[config.mk]
export PLATFORM = sky130hd
export DESIGN_NAME = serial_subtractor
export DESIGN_NICKNAME = d
export VERILOG_FILES = /design/src/rtl/arith_pkg.sv /design/src/rtl/full_subtractor.sv /design/src/rtl/serial_subtractor.sv
export SDC_FILE = /design/constraint.sdc
export NUM_CORES = 1
export LEC_CHECK = 0
export BUFFER_PORTS_ARGS = -buffer_cell sky130_fd_sc_hd__buf_2
export CAP_MARGIN = 20
export CORE_AREA = 8 8 84 86
export CTS_BUF_LIST = sky130_fd_sc_hd__clkbuf_8
export CTS_CLUSTER_DIAMETER = 30
export DETAILED_ROUTE_END_ITERATION = 10
export DIE_AREA = 0 0 92 94
export GPL_ROUTABILITY_DRIVEN = 0
export GPL_TIMING_DRIVEN = 0
export PLACE_DENSITY = 0.86
export SYNTH_ARGS = -nofsm -noshare
export SYNTH_HDL_FRONTEND = slang
export SYNTH_SLANG_ARGS = --single-unit
[constraint.sdc]
create_clock -name clk -period 1.35 [get_ports clk]
set_input_delay 0.0675 -clock clk [delete_from_list [all_inputs] [get_ports clk]]
set_output_delay 0.0675 -clock clk [all_outputs]
set_load 0.02 [all_outputs]
[src/rtl/arith_pkg.sv]
// Shared definitions for the bit-serial arithmetic blocks.
// State encodings are fixed so later serial units can share them.
package arith_pkg;

    typedef enum logic {
        IDLE = 1'b0,
        RUN  = 1'b1
    } state_t;

endpackage

[src/rtl/full_subtractor.sv]
// Single gate-level full-subtractor cell: diff = a ^ b ^ bin, with borrow out.
module full_subtractor (
    output logic diff,
    output logic bout,
    input  logic a,
    input  logic b,
    input  logic bin
);

    assign diff = a ^ b ^ bin;
    assign bout = (~a & b) | (~(a ^ b) & bin);

endmodule

[src/rtl/serial_subtractor.sv]
// Bit-serial N-bit subtractor: diff = a - b - borrow_in, one bit per clock, LSB first.
// One full_subtractor cell plus a borrow flop replaces the N-cell ripple chain.
module serial_subtractor
    import arith_pkg::*;
#(
    parameter int N = 16
) (
    input  logic         clk,
    input  logic         rst_n,
    input  logic         start,
    input  logic [N-1:0] a,
    input  logic [N-1:0] b,
    input  logic         borrow_in,
    output logic         busy,
    output logic         done,
    output logic [N-1:0] diff,
    output logic         borrow_out
);

    localparam int            CW   = $clog2(N);
    localparam logic [CW-1:0] LAST = CW'(N - 1);

    state_t        state;
    state_t        state_next;
    logic [N-1:0]  a_sr;
    logic [N-1:0]  b_sr;
    logic [N-1:0]  res_sr;
    logic          br;
    logic [CW-1:0] cnt;

    logic          d;
    logic          br_next;
    logic          load;
    logic          shift;
    logic          last_bit;

    full_subtractor u_fs (
        .diff (d),
        .bout (br_next),
        .a    (a_sr[0]),
        .b    (b_sr[0]),
        .bin  (br)
    );

    // NOTE: sequential state uses <= so every flop samples pre-edge values.
    always_ff @(posedge clk or negedge rst_n) begin
        if (!rst_n) state <= IDLE;
        else        state <= state_next;
    end

    // NOTE: default assignment first keeps this combinational block latch-free.
    always_comb begin
        state_next = state;
        case (state)
            IDLE: if (start)    state_next = RUN;
            RUN:  if (last_bit) state_next = IDLE;
            default:            state_next = IDLE;
        endcase
    end

    always_comb begin
        load     = (state == IDLE) && start;
        shift    = (state == RUN);
        last_bit = shift && (cnt == LAST);
    end

    // NOTE: the operand/result shift registers are plain flops, so they are reset
    // with everything else; an abort leaves no stale bits behind.
    always_ff @(posedge clk or negedge rst_n) begin
        if (!rst_n) begin
            a_sr       <= '0;
            b_sr       <= '0;
            res_sr     <= '0;
            br         <= 1'b0;
            cnt        <= '0;
            done       <= 1'b0;
            diff       <= '0;
            borrow_out <= 1'b0;
        end else begin
            done <= last_bit;
            if (load) begin
                a_sr   <= a;
                b_sr   <= b;
                res_sr <= '0;
                br     <= borrow_in;
                cnt    <= '0;
            end else if (shift) begin
                a_sr   <= {1'b0, a_sr[N-1:1]};
                b_sr   <= {1'b0, b_sr[N-1:1]};
                res_sr <= {d, res_sr[N-1:1]};
                br     <= br_next;
                cnt    <= last_bit ? '0 : cnt + 1'b1;
            end
            // Outputs only move at completion, never mid-operation.
            if (last_bit) begin
                diff       <= {d, res_sr[N-1:1]};
                borrow_out <= br_next;
            end
        end
    end

    assign busy = (state == RUN);

endmodule
==> Flow_metrics.wiki, run 1 <==
{| class="wikitable"
! Metric !! Value
|-
| Ant diodes || 0
|-
| Wirelength, routed || 6790 µm
|-
| Critical Path Source Type || flop
|-
| Cts bufs inserted || 9
|-
| Die H || 94 µm
|-
| Filler cells || 456
|-
| Peak supply drop || 0.00110 V
|-
| Setup violations, final || 0
|-
| Core occupancy in the finished layout || 0.646
|-
| Die area || 8650 µm²
|-
| DP Wirelength || 4690 µm
|-
| Areal power density over the cells || 2040 nW/µm²
|-
| Final Max Tran Viols || 0
|-
| Global-route congestion overflow total || 0
|-
| Type of the worst min-delay path || primary input to flop
|-
| Sequence of cells on the critical path || inv_1, fa_1, a22o_1
|-
| Final routed wire length divided by cell count || 15.2 µm
|-
| Maximum cell stage delay along the critical path || 510 ps
|-
| Number of standard-cell rows in the floorplan || 28
|-
| First-pass GRT wire length || 11500 µm
|-
| Capturing element type of the critical path || flop
|-
| Die W || 92 µm
|-
| Relative max-transition margin || 0.425
|-
| PortBufs || 53
|-
| Number of library cell types mapped by synthesis || 23
|-
| CP max-delay cell || sky130_fd_sc_hd__fa_1
|-
| Max FO, Critical Path || 2
|-
| Required time of the critical path || 1600 ps
|-
| Detailed-route vias per instance || 5.17
|-
| Number of global-route vias before repair || 2505
|-
| Min Tclk post-route || 1290 ps
|-
| Maximum number of pins on one net before global-route repair || 72
|-
| Placeable Area || 5750 µm²
|-
| H-tree depth || 3
|-
| DRC violations left || 0
|-
| Number of nets in the finished design || 406
|-
| WP data arrival || 1530 ps
|-
| DR iter-0 viols || 166
|-
| Clock slew seen by the registers of the worst setup and hold paths || 70 ps
|-
| Outcome || completed
|-
| GR Util All Layers || 0.167
|-
| Synth Net Count || 335
|-
| Effective utilization at floorplan || 0.532
|-
| Sink count of the clock tree || 71
|-
| Unrepaired setup endpoints after global routing || yes
|-
| Max Cap Violations || 0
|-
| Clock Path Buffers || 2
|-
| Static Leakage || 1.90 nW
|-
| Hold WS || 8.04 ps
|-
| Vias || 2314
|-
| Ports placed on the boundary || 55
|-
| Area delta synth->final || 21.4%
|-
| CTS tree || yes
|-
| Final worst path period share || 0.953
|-
| Worst-skew pair later-pin latency || 350 ps
|-
| Share of synthesized area occupied by flip-flops and latches || 0.581
|-
| Worst Path Class, Setup || flop to flop
|-
| Final hold violation count || 0
|-
| Final worst clock skew || 5.68 ps
|-
| Number of antenna violations at the first check in global routing || 0
|-
| Number of storage elements in the synthesis netlist || 71
|-
| Pin slew with the least headroom to its limit || 863 ps
|-
| Share of final-layout standard cells stronger than drive strength 1 || 0.252
|-
| Yosys warnings || 0
|-
| Fmax || 0.777 GHz
|-
| Synthesized cell area || 3060 µm²
|-
| Number of optimization iterations in the first detailed-route pass || 4
|-
| Mapped Cells || 297
|-
| Synth Area per Inst || 10.3 µm²
|-
| Count of antenna-violating nets left after detailed routing || 0
|-
| Buffer type at the clock tree root || sky130_fd_sc_hd__clkbuf_8
|}
-- state kept, by name, indices dropped and copies added, names as in the netlist --
signal,flops
busy,1
res_sr,15
done,1
b_sr,16
borrow_out,1
br,1
a_sr,16
cnt,4
diff,16
-- metal layers --
layer  part of all wire  GRT usage  up-vias
met5                  0          0        -
met4              0.026     0.0980        0
met3              0.050     0.0416       16
met2               0.52      0.279       49
met1               0.41      0.192     1121
li1                   -          -     1128
-- synth_stat cells (all sizes together) --
cell type / instances / area (µm²)
nor2b: 2 / 12.5
nand2: 95 / 357
inv: 4 / 17.5
nand4: 1 / 21.3
o221ai: 1 / 8.76
buf: 14 / 108
nand2b: 11 / 68.8
a22o: 5 / 43.8
nand3: 1 / 5.00
clkbuf: 4 / 15.0
a21oi: 2 / 10.0
fa: 1 / 20.0
nor2: 4 / 15.0
a211oi: 1 / 7.51
nand3b: 1 / 7.51
ha: 1 / 12.5
mux2i: 32 / 320
dfrtp: 71 / 1780
o21ai: 46 / 230
-- kinds of logic after synthesis --
group,share of synthesized area
DFF,0.581
buffers and inverters,0.0458
AOI/OAI and AO/OA,0.0982
adders and majority gates,0.0106
muxes,0.105
and+or+nand+nor,0.159
-- cell usage in the layout, fill, tap and decap left out, types with 2 or more instances in the layout --
| cell type | instances |
|---|---|
| sky130_fd_sc_hd__a21oi_1 | 2 |
| sky130_fd_sc_hd__clkinvlp_4 | 2 |
| sky130_fd_sc_hd__mux2i_1 | 32 |
| sky130_fd_sc_hd__nand2_1 | 95 |
| sky130_fd_sc_hd__inv_1 | 3 |
| sky130_fd_sc_hd__clkbuf_1 | 3 |
| sky130_fd_sc_hd__nand2b_1 | 11 |
| sky130_fd_sc_hd__clkinv_2 | 3 |
| sky130_fd_sc_hd__nor2_1 | 3 |
| sky130_fd_sc_hd__buf_6 | 4 |
| sky130_fd_sc_hd__a22o_1 | 5 |
| sky130_fd_sc_hd__dfrtp_1 | 69 |
| sky130_fd_sc_hd__clkbuf_8 | 10 |
| sky130_fd_sc_hd__buf_4 | 7 |
| sky130_fd_sc_hd__buf_2 | 54 |
| sky130_fd_sc_hd__clkbuf_4 | 5 |
| sky130_fd_sc_hd__o21ai_0 | 45 |
| sky130_fd_sc_hd__nor2b_1 | 2 |
| sky130_fd_sc_hd__dfrtp_2 | 2 |
| sky130_fd_sc_hd__dlygate4sd3_1 | 3 |
-- worst max-delay path, delay by kind of cell (launching register included) --
kind                     cells  cell delay, ps
adder cells (fa/ha/maj)      1             510
flip-flops                   1             360
AO/OA/AOI/OAI                1             240
buffers and inverters        1              70
-- final timing paths --
kind,start,endpoint,slack (ps),depth (start not counted)
setup reg to reg,b_sr[0]$_DFFE_PN0P_,res_sr[15]$_DFFE_PN0P_,60,3
hold / removal,a[0],a_sr[0]$_DFFE_PN0P_,8,3
setup / recovery,b_sr[0]$_DFFE_PN0P_,res_sr[15]$_DFFE_PN0P_,60,3
max in group asynchronous,rst_n,cnt[1]$_DFFE_PN0P_,380,2
min in group asynchronous,rst_n,a_sr[6]$_DFFE_PN0P_,360,2
hold reg to reg,diff[8]$_DFFE_PN0P_,diff[8]$_DFFE_PN0P_,470,2
-- final cells by class --
| cell class | count | area (µm²) | share of cell area |
|---|---|---|---|
| buffer | 18 | 139 | 0.0374 |
| clock buffer | 10 | 138 | 0.0371 |
| timing repair buffer | 60 | 328 | 0.0884 |
| inverter | 4 | 17.5 | 0.00472 |
| tap | 75 | 93.8 | 0.0253 |
| clock inverter | 6 | 60.1 | 0.0162 |
| multi-input combinational | 204 | 1150 | 0.311 |
| sequential | 71 | 1780 | 0.480 |
-- where the power goes --
group / leakage, nW / switching, mW / internal [mW] / total, mW
registers: 0.921 / 0.567 / 2.97 / 3.54
clock network: 0.0981 / 0.804 / 0.892 / 1.70
logic: 0.879 / 1.34 / 1.00 / 2.34
total: 1.90 / 2.71 / 4.86 / 7.58
-- what timing repair did --
action | 4_1_cts | 5_1_grt
hold buffers | 3 | 0
endpoints found under the setup margin | 13 | 55
gates resized for setup | 4 | 10
buffers inserted | 2 | 2
endpoints found under the hold margin | 73 | 0
-- stage by stage --
step / instances / cell area [µm²] / power, mW / TNS (ps) / setup WS [ps]
after floorplan: 297 / 3060 / 5.00 / 0 / 101
after global placement: 425 / 3420 / 5.67 / -9430 / -128
after detailed placement: 425 / 3420 / 5.82 / -895 / -97.7
after CTS: 446 / 3680 / 7.58 / 0 / 0.342
after global routing: 448 / 3710 / 8.14 / -11.7 / -5.86
final: 448 / 3710 / 7.58 / 0 / 63.6
(Power assumes the default switching activity.)
==> inputs of run 2 (changes only) <==
==> constraint.sdc (replaced) <==
create_clock -name clk -period 1.35 [get_ports clk]
set_input_delay 0.0675 -clock clk [delete_from_list [all_inputs] [get_ports clk]]
set_output_delay 0.0675 -clock clk [all_outputs]
set_load 0.1 [all_outputs]
==> run 2 against run 1 <==
Largest cell class unchanged. Clock skew hardly changed. Hold slack gained 5.6 ps. Cell count is 0.22% lower. Flip-flop and latch count did not move. Global-route usage fell by 0.61 points. Setup slack got worse by 13 ps. Fmax decreased by 0.98%.
==> Flow_metrics.wiki, run 2 (same netlist as run 1, synthesis figures left out) <==
{| class="wikitable"
! Metric !! Value
|-
| Die H || 94 µm
|-
| Final Max Tran Viols || 0
|-
| Global-route congestion overflow total || 0
|-
| Registers with the most flip-flops || a_sr: 16 flops, b_sr: 16 flops, diff: 16 flops
|-
| Number of global-route vias before repair || 2420
|-
| Final cell area excluding filler cells || 3690 µm²
|-
| Final worst path period share || 0.962
|-
| Vias || 2344
|-
| H-tree depth || 3
|-
| Most common cell after layout, fill and taps aside || sky130_fd_sc_hd__nand2_1
|-
| Cts bufs inserted || 9
|-
| Critical Path Source Type || flop
|-
| Sink count of the clock tree || 71
|-
| Maximum number of pins on one net before global-route repair || 72
|-
| Clock slew seen by the registers of the worst setup and hold paths || 70 ps
|-
| Placed standard-cell area || 3440 µm²
|-
| Number of nets in the finished design || 406
|-
| DRC violations left || 0
|-
| GR Util All Layers || 0.161
|-
| Required time of the critical path || 1590 ps
|-
| Post-route setup TNS || 0 ps
|-
| Static Leakage || 1.90 nW
|-
| Peak supply drop || 0.00137 V
|-
| Relative max-transition margin || 0.409
|-
| Die W || 92 µm
|-
| DP Wirelength || 4490 µm
|-
| Placeable Area || 5750 µm²
|-
| Final routed wire length divided by cell count || 14.8 µm
|-
| Unrepaired setup endpoints after global routing || no
|-
| Effective utilization at floorplan || 0.532
|-
| Capturing element type of the critical path || flop
|-
| Final hold violation count || 0
|-
| Number of standard-cell rows in the floorplan || 28
|-
| Share of final-layout standard cells stronger than drive strength 1 || 0.239
|-
| First-pass GRT wire length || 11300 µm
|-
| Buffer type at the clock tree root || sky130_fd_sc_hd__clkbuf_8
|-
| Ports placed on the boundary || 55
|-
| Ant diodes || 0
|-
| Number of optimization iterations in the first detailed-route pass || 4
|-
| Worst Path Class, Setup || flop to flop
|-
| Setup Slack @ Placement || -95.6 ps
|-
| Worst-skew pair later-pin latency || 340 ps
|-
| Die area || 8650 µm²
|-
| WP data arrival || 1530 ps
|-
| Area delta synth->final || 20.6%
|-
| Hold Crit Depth || 3
|-
| Detailed-route vias per instance || 5.24
|-
| Max FO, Critical Path || 2
|-
| Count of antenna-violating nets left after detailed routing || 0
|-
| PortBufs || 53
|-
| Worst Reg-to-Reg Cells || 3
|-
| Core occupancy in the finished layout || 0.642
|-
| Pin slew with the least headroom to its limit || 887 ps
|-
| CTS tree || yes
|-
| Outcome || completed
|-
| Areal power density over the cells || 2360 nW/µm²
|-
| Wirelength, routed || 6630 µm
|-
| Min Tclk post-route || 1300 ps
|-
| Max Cap Violations || 0
|-
| Setup violations, final || 0
|-
| Hold WS || 13.6 ps
|-
| Final worst clock skew || 6.18 ps
|-
| DR iter-0 viols || 121
|-
| Most used cells in the layout excluding fill and tap cells || sky130_fd_sc_hd__nand2_1, sky130_fd_sc_hd__dfrtp_1, sky130_fd_sc_hd__buf_2
|-
| Type of the worst min-delay path || primary input to flop
|-
| Post-route setup slack || 50.9 ps
|-
| Number of antenna violations at the first check in global routing || 0
|-
| Fmax || 0.770 GHz
|-
| Clock Path Buffers || 2
|}
## run 2: cell count changes in the layout (fill, tap and decap cells not counted)
| cell | before | now |
|---|---|---|
| sky130_fd_sc_hd__clkinvlp_4 | 2 | 0 |
| sky130_fd_sc_hd__dfrtp_2 | 2 | 1 |
| sky130_fd_sc_hd__inv_1 | 3 | 7 |
| sky130_fd_sc_hd__clkbuf_4 | 5 | 0 |
| sky130_fd_sc_hd__buf_6 | 4 | 7 |
| sky130_fd_sc_hd__dfrtp_4 | 0 | 1 |
| sky130_fd_sc_hd__clkinv_2 | 3 | 1 |
| sky130_fd_sc_hd__buf_4 | 7 | 10 |
| sky130_fd_sc_hd__bufinv_16 | 1 | 0 |
| sky130_fd_sc_hd__buf_2 | 54 | 53 |
## run 2: metrics by stage
step                      power [mW]  instances
after floorplan                 6.41        297
after global placement          7.09        425
after detailed placement        7.25        425
after CTS                       8.71        447
after global routing            9.24        447
final                           8.71        447
## run 2: layout make-up
type / count / area, µm²
Fill cell: 475 / 2060
Sequential cell: 71 / 1780
Multi-Input combinational cell: 204 / 1150
Timing Repair Buffer: 60 / 328
Buffer: 18 / 153
Clock buffer: 10 / 138
Tap cell: 75 / 93.8
Clock inverter: 5 / 20.0
Inverter: 4 / 17.5
## run 2: power breakdown
part / total, mW / internal, mW / switching (mW)
Clock: 1.40 / 0.677 / 0.725
Sequential: 3.54 / 2.97 / 0.571
Combinational: 3.77 / 1.01 / 2.75
## run 2: path summary, 6_finish.rpt
path | slack, ps | to | start
max | 50 | res_sr[15]$_DFFE_PN0P_ | b_sr[0]$_DFFE_PN0P_
min | 10 | b_sr[2]$_DFFE_PN0P_ | b[2]
max reg2reg | 50 | res_sr[15]$_DFFE_PN0P_ | b_sr[0]$_DFFE_PN0P_
min reg2reg | 470 | diff[5]$_DFFE_PN0P_ | diff[5]$_DFFE_PN0P_
max in group asynchronous | 290 | busy$_DFF_PN0_ | rst_n
min in group asynchronous | 410 | diff[14]$_DFFE_PN0P_ | rst_n
## run 2: repair_timing
action,in CTS,in global routing
hold endpoints to repair,73,0
hold buffers,3,0
setup endpoints to repair,12,20
pin swaps,1,0
gates cloned,0,0
buffers inserted,4,0
resized for setup,1,14
## run 2: worst max-delay path, cell delays in order, from the launching register on
cell,delay [ps]
sky130_fd_sc_hd__dfrtp_1,360
sky130_fd_sc_hd__inv_1,80
sky130_fd_sc_hd__fa_1,520
sky130_fd_sc_hd__a22o_1,240
## run 2: metal layers
metal | global-route usage | wire, µm | part of all wire | vias to the layer above
met5 | 0 | 0 | 0 | -
met4 | 0.0765 | 89 | 0.013 | 0
met3 | 0.0384 | 394 | 0.059 | 10
met2 | 0.258 | 3240 | 0.49 | 63
met1 | 0.202 | 2910 | 0.44 | 1148
li1 | - | - | - | 1123
==> inputs of run 3 (changes only) <==
==> constraint.sdc (replaced) <==
create_clock -name clk -period 1.35 [get_ports clk]
set_input_delay 0.27 -clock clk [delete_from_list [all_inputs] [get_ports clk]]
set_output_delay 0.27 -clock clk [all_outputs]
set_load 0.1 [all_outputs]
==> run 3 against run 2 <==
Largest power group unchanged. Critical endpoint is now busy. Critical path type is now flop to output port. Global-route usage hardly changed. The run now ends with negative setup slack left. Non-clock buffer count is 3 lower. Clock-buffer cell count stayed put. Hold slack better by 31 ps. Clock power hardly changed. Combinational power is 3% higher.
==> Flow_metrics.wiki, run 3 (same netlist as run 1, synthesis figures left out) <==
{| class="wikitable"
! Metric !! Value
|-
| Final worst path period share || 1.00
|-
| Final hold violation count || 0
|-
| Cts-stage hold buffer count || 0
|-
| Die W || 92 µm
|-
| Post-route insts no fill || 444
|-
| Vias || 2342
|-
| Most used cells in the layout excluding fill and tap cells || sky130_fd_sc_hd__nand2_1, sky130_fd_sc_hd__dfrtp_1, sky130_fd_sc_hd__o21ai_0
|-
| Number of nets in the finished design || 403
|-
| Clock Path Buffers || 2
|-
| Max Cap Violations || 0
|-
| Number of optimization iterations in the first detailed-route pass || 4
|-
| Relative max-transition margin || 0.415
|-
| Maximum cell stage delay along the critical path || 490 ps
|-
| Placed standard-cell area || 3440 µm²
|-
| Registers with the most flip-flops || a_sr: 16 flops, b_sr: 16 flops, diff: 16 flops
|-
| Final cell area excluding filler cells || 3700 µm²
|-
| Worst Path Class, Setup || flop to output port
|-
| WP data arrival || 1080 ps
|-
| Pin slew with the least headroom to its limit || 878 ps
|-
| Type of the worst min-delay path || primary input to asynchronous set/reset pin
|-
| Number of antenna violations at the first check in global routing || 0
|-
| Setup Slack @ Placement || -95.6 ps
|-
| Core occupancy in the finished layout || 0.643
|-
| Outcome || finished with violations
|-
| Placeable Area || 5750 µm²
|-
| Effective utilization at floorplan || 0.532
|-
| Final worst clock skew || 7.31 ps
|-
| Post-route setup TNS || -1.92 ps
|-
| PortBufs || 53
|-
| Critical Path Source Type || flop
|-
| DR iter-0 viols || 81
|-
| Min Tclk post-route || 1350 ps
|-
| Post-route setup slack || -1.92 ps
|-
| Detailed-route vias per instance || 5.27
|-
| Capturing element type of the critical path || output port
|-
| Cells after DPL || 425
|-
| GR Util All Layers || 0.161
|-
| Ant diodes || 0
|-
| Largest delay share family, worst path || flip-flops
|-
| Ports placed on the boundary || 55
|-
| Setup violations, final || 1
|-
| Sequence of cells on the critical path || buf_4
|-
| DRC violations left || 0
|-
| Die area || 8650 µm²
|-
| Final Max Tran Viols || 0
|-
| Peak supply drop || 0.00143 V
|-
| Worst Path Buf+Inv || 1
|-
| First-pass GRT wire length || 11300 µm
|-
| Global-route congestion overflow total || 0
|-
| Die H || 94 µm
|-
| CTS tree || yes
|-
| Final routed wire length divided by cell count || 15.0 µm
|-
| Count of antenna-violating nets left after detailed routing || 0
|-
| Static Leakage || 1.89 nW
|-
| Sink count of the clock tree || 71
|-
| Areal power density over the cells || 2390 nW/µm²
|-
| CP max-delay cell || sky130_fd_sc_hd__dfrtp_4
|-
| Worst-skew pair later-pin latency || 350 ps
|-
| Max FO, Critical Path || 2
|-
| Share of final-layout standard cells stronger than drive strength 1 || 0.241
|-
| Cts bufs inserted || 9
|-
| Fmax || 0.740 GHz
|-
| Maximum number of pins on one net before global-route repair || 72
|-
| Area delta synth->final || 20.9%
|-
| Number of global-route vias before repair || 2415
|-
| H-tree depth || 3
|-
| Most common cell after layout, fill and taps aside || sky130_fd_sc_hd__nand2_1
|-
| Unrepaired setup endpoints after global routing || yes
|-
| Buffer type at the clock tree root || sky130_fd_sc_hd__clkbuf_8
|-
| Number of standard-cell rows in the floorplan || 28
|-
| Violated checks || negative setup slack
|-
| DP Wirelength || 4490 µm
|-
| Required time of the critical path || 1080 ps
|-
| Clock slew seen by the registers of the worst setup and hold paths || 70 ps
|-
| Wirelength, routed || 6670 µm
|}
run 3: stage by stage:
step | total power [mW] | hold WS, ps
final | 8.85 | 44.4
after global routing | 9.37 | 126
after CTS | 8.85 | 80.1
after detailed placement | 7.25 | 445
after global placement | 7.09 | 453
after floorplan | 6.41 | -25.6
run 3: power breakdown:
part           switching (mW)  leakage (nW)  internal, mW
registers               0.587         0.922          2.97
logic                    2.75         0.867          1.13
clock network           0.733        0.0971         0.677
run 3: final timing paths:
kind	startpoint	endpoint	slack, ps	cells after the start
setup / recovery	busy$_DFF_PN0_	busy	-2	1
hold / removal	rst_n	diff[11]$_DFFE_PN0P_	40	1
setup reg to reg	busy$_DFF_PN0_	a_sr[12]$_DFFE_PN0P_	40	5
hold reg to reg	diff[5]$_DFFE_PN0P_	diff[5]$_DFFE_PN0P_	480	2
max in group asynchronous	rst_n	busy$_DFF_PN0_	650	1
min in group clk	b[15]	b_sr[15]$_DFFE_PN0P_	160	3
run 3: repair_timing:
action / CTS / global route
setup buffers: 4 / 0
pin swaps: 1 / 0
endpoints found under the setup margin: 31 / 22
resized for setup: 20 / 6
run 3: cell type report:
cell class                      instances  area, µm²
Buffer                                 18        145
Clock buffer                           10        138
Clock inverter                          5       20.0
Fill cell                             479       2050
Inverter                                4       17.5
Multi-Input combinational cell        204       1150
Sequential cell                        71       1780
Tap cell                               75       93.8
Timing Repair Buffer                   57        345
run 3: per-layer routing:
layer,share of wire,track usage
met3,0.061,0.0416
met2,0.49,0.260
met5,0,0
met4,0.0096,0.0765
met1,0.44,0.197
run 3: worst register-to-register path: stages (launching register included):
cell                      delay, ps
sky130_fd_sc_hd__dfrtp_4        490
sky130_fd_sc_hd__buf_6          150
sky130_fd_sc_hd__buf_4          170
sky130_fd_sc_hd__buf_2          200
sky130_fd_sc_hd__nand2_1         80
sky130_fd_sc_hd__o21ai_0         80
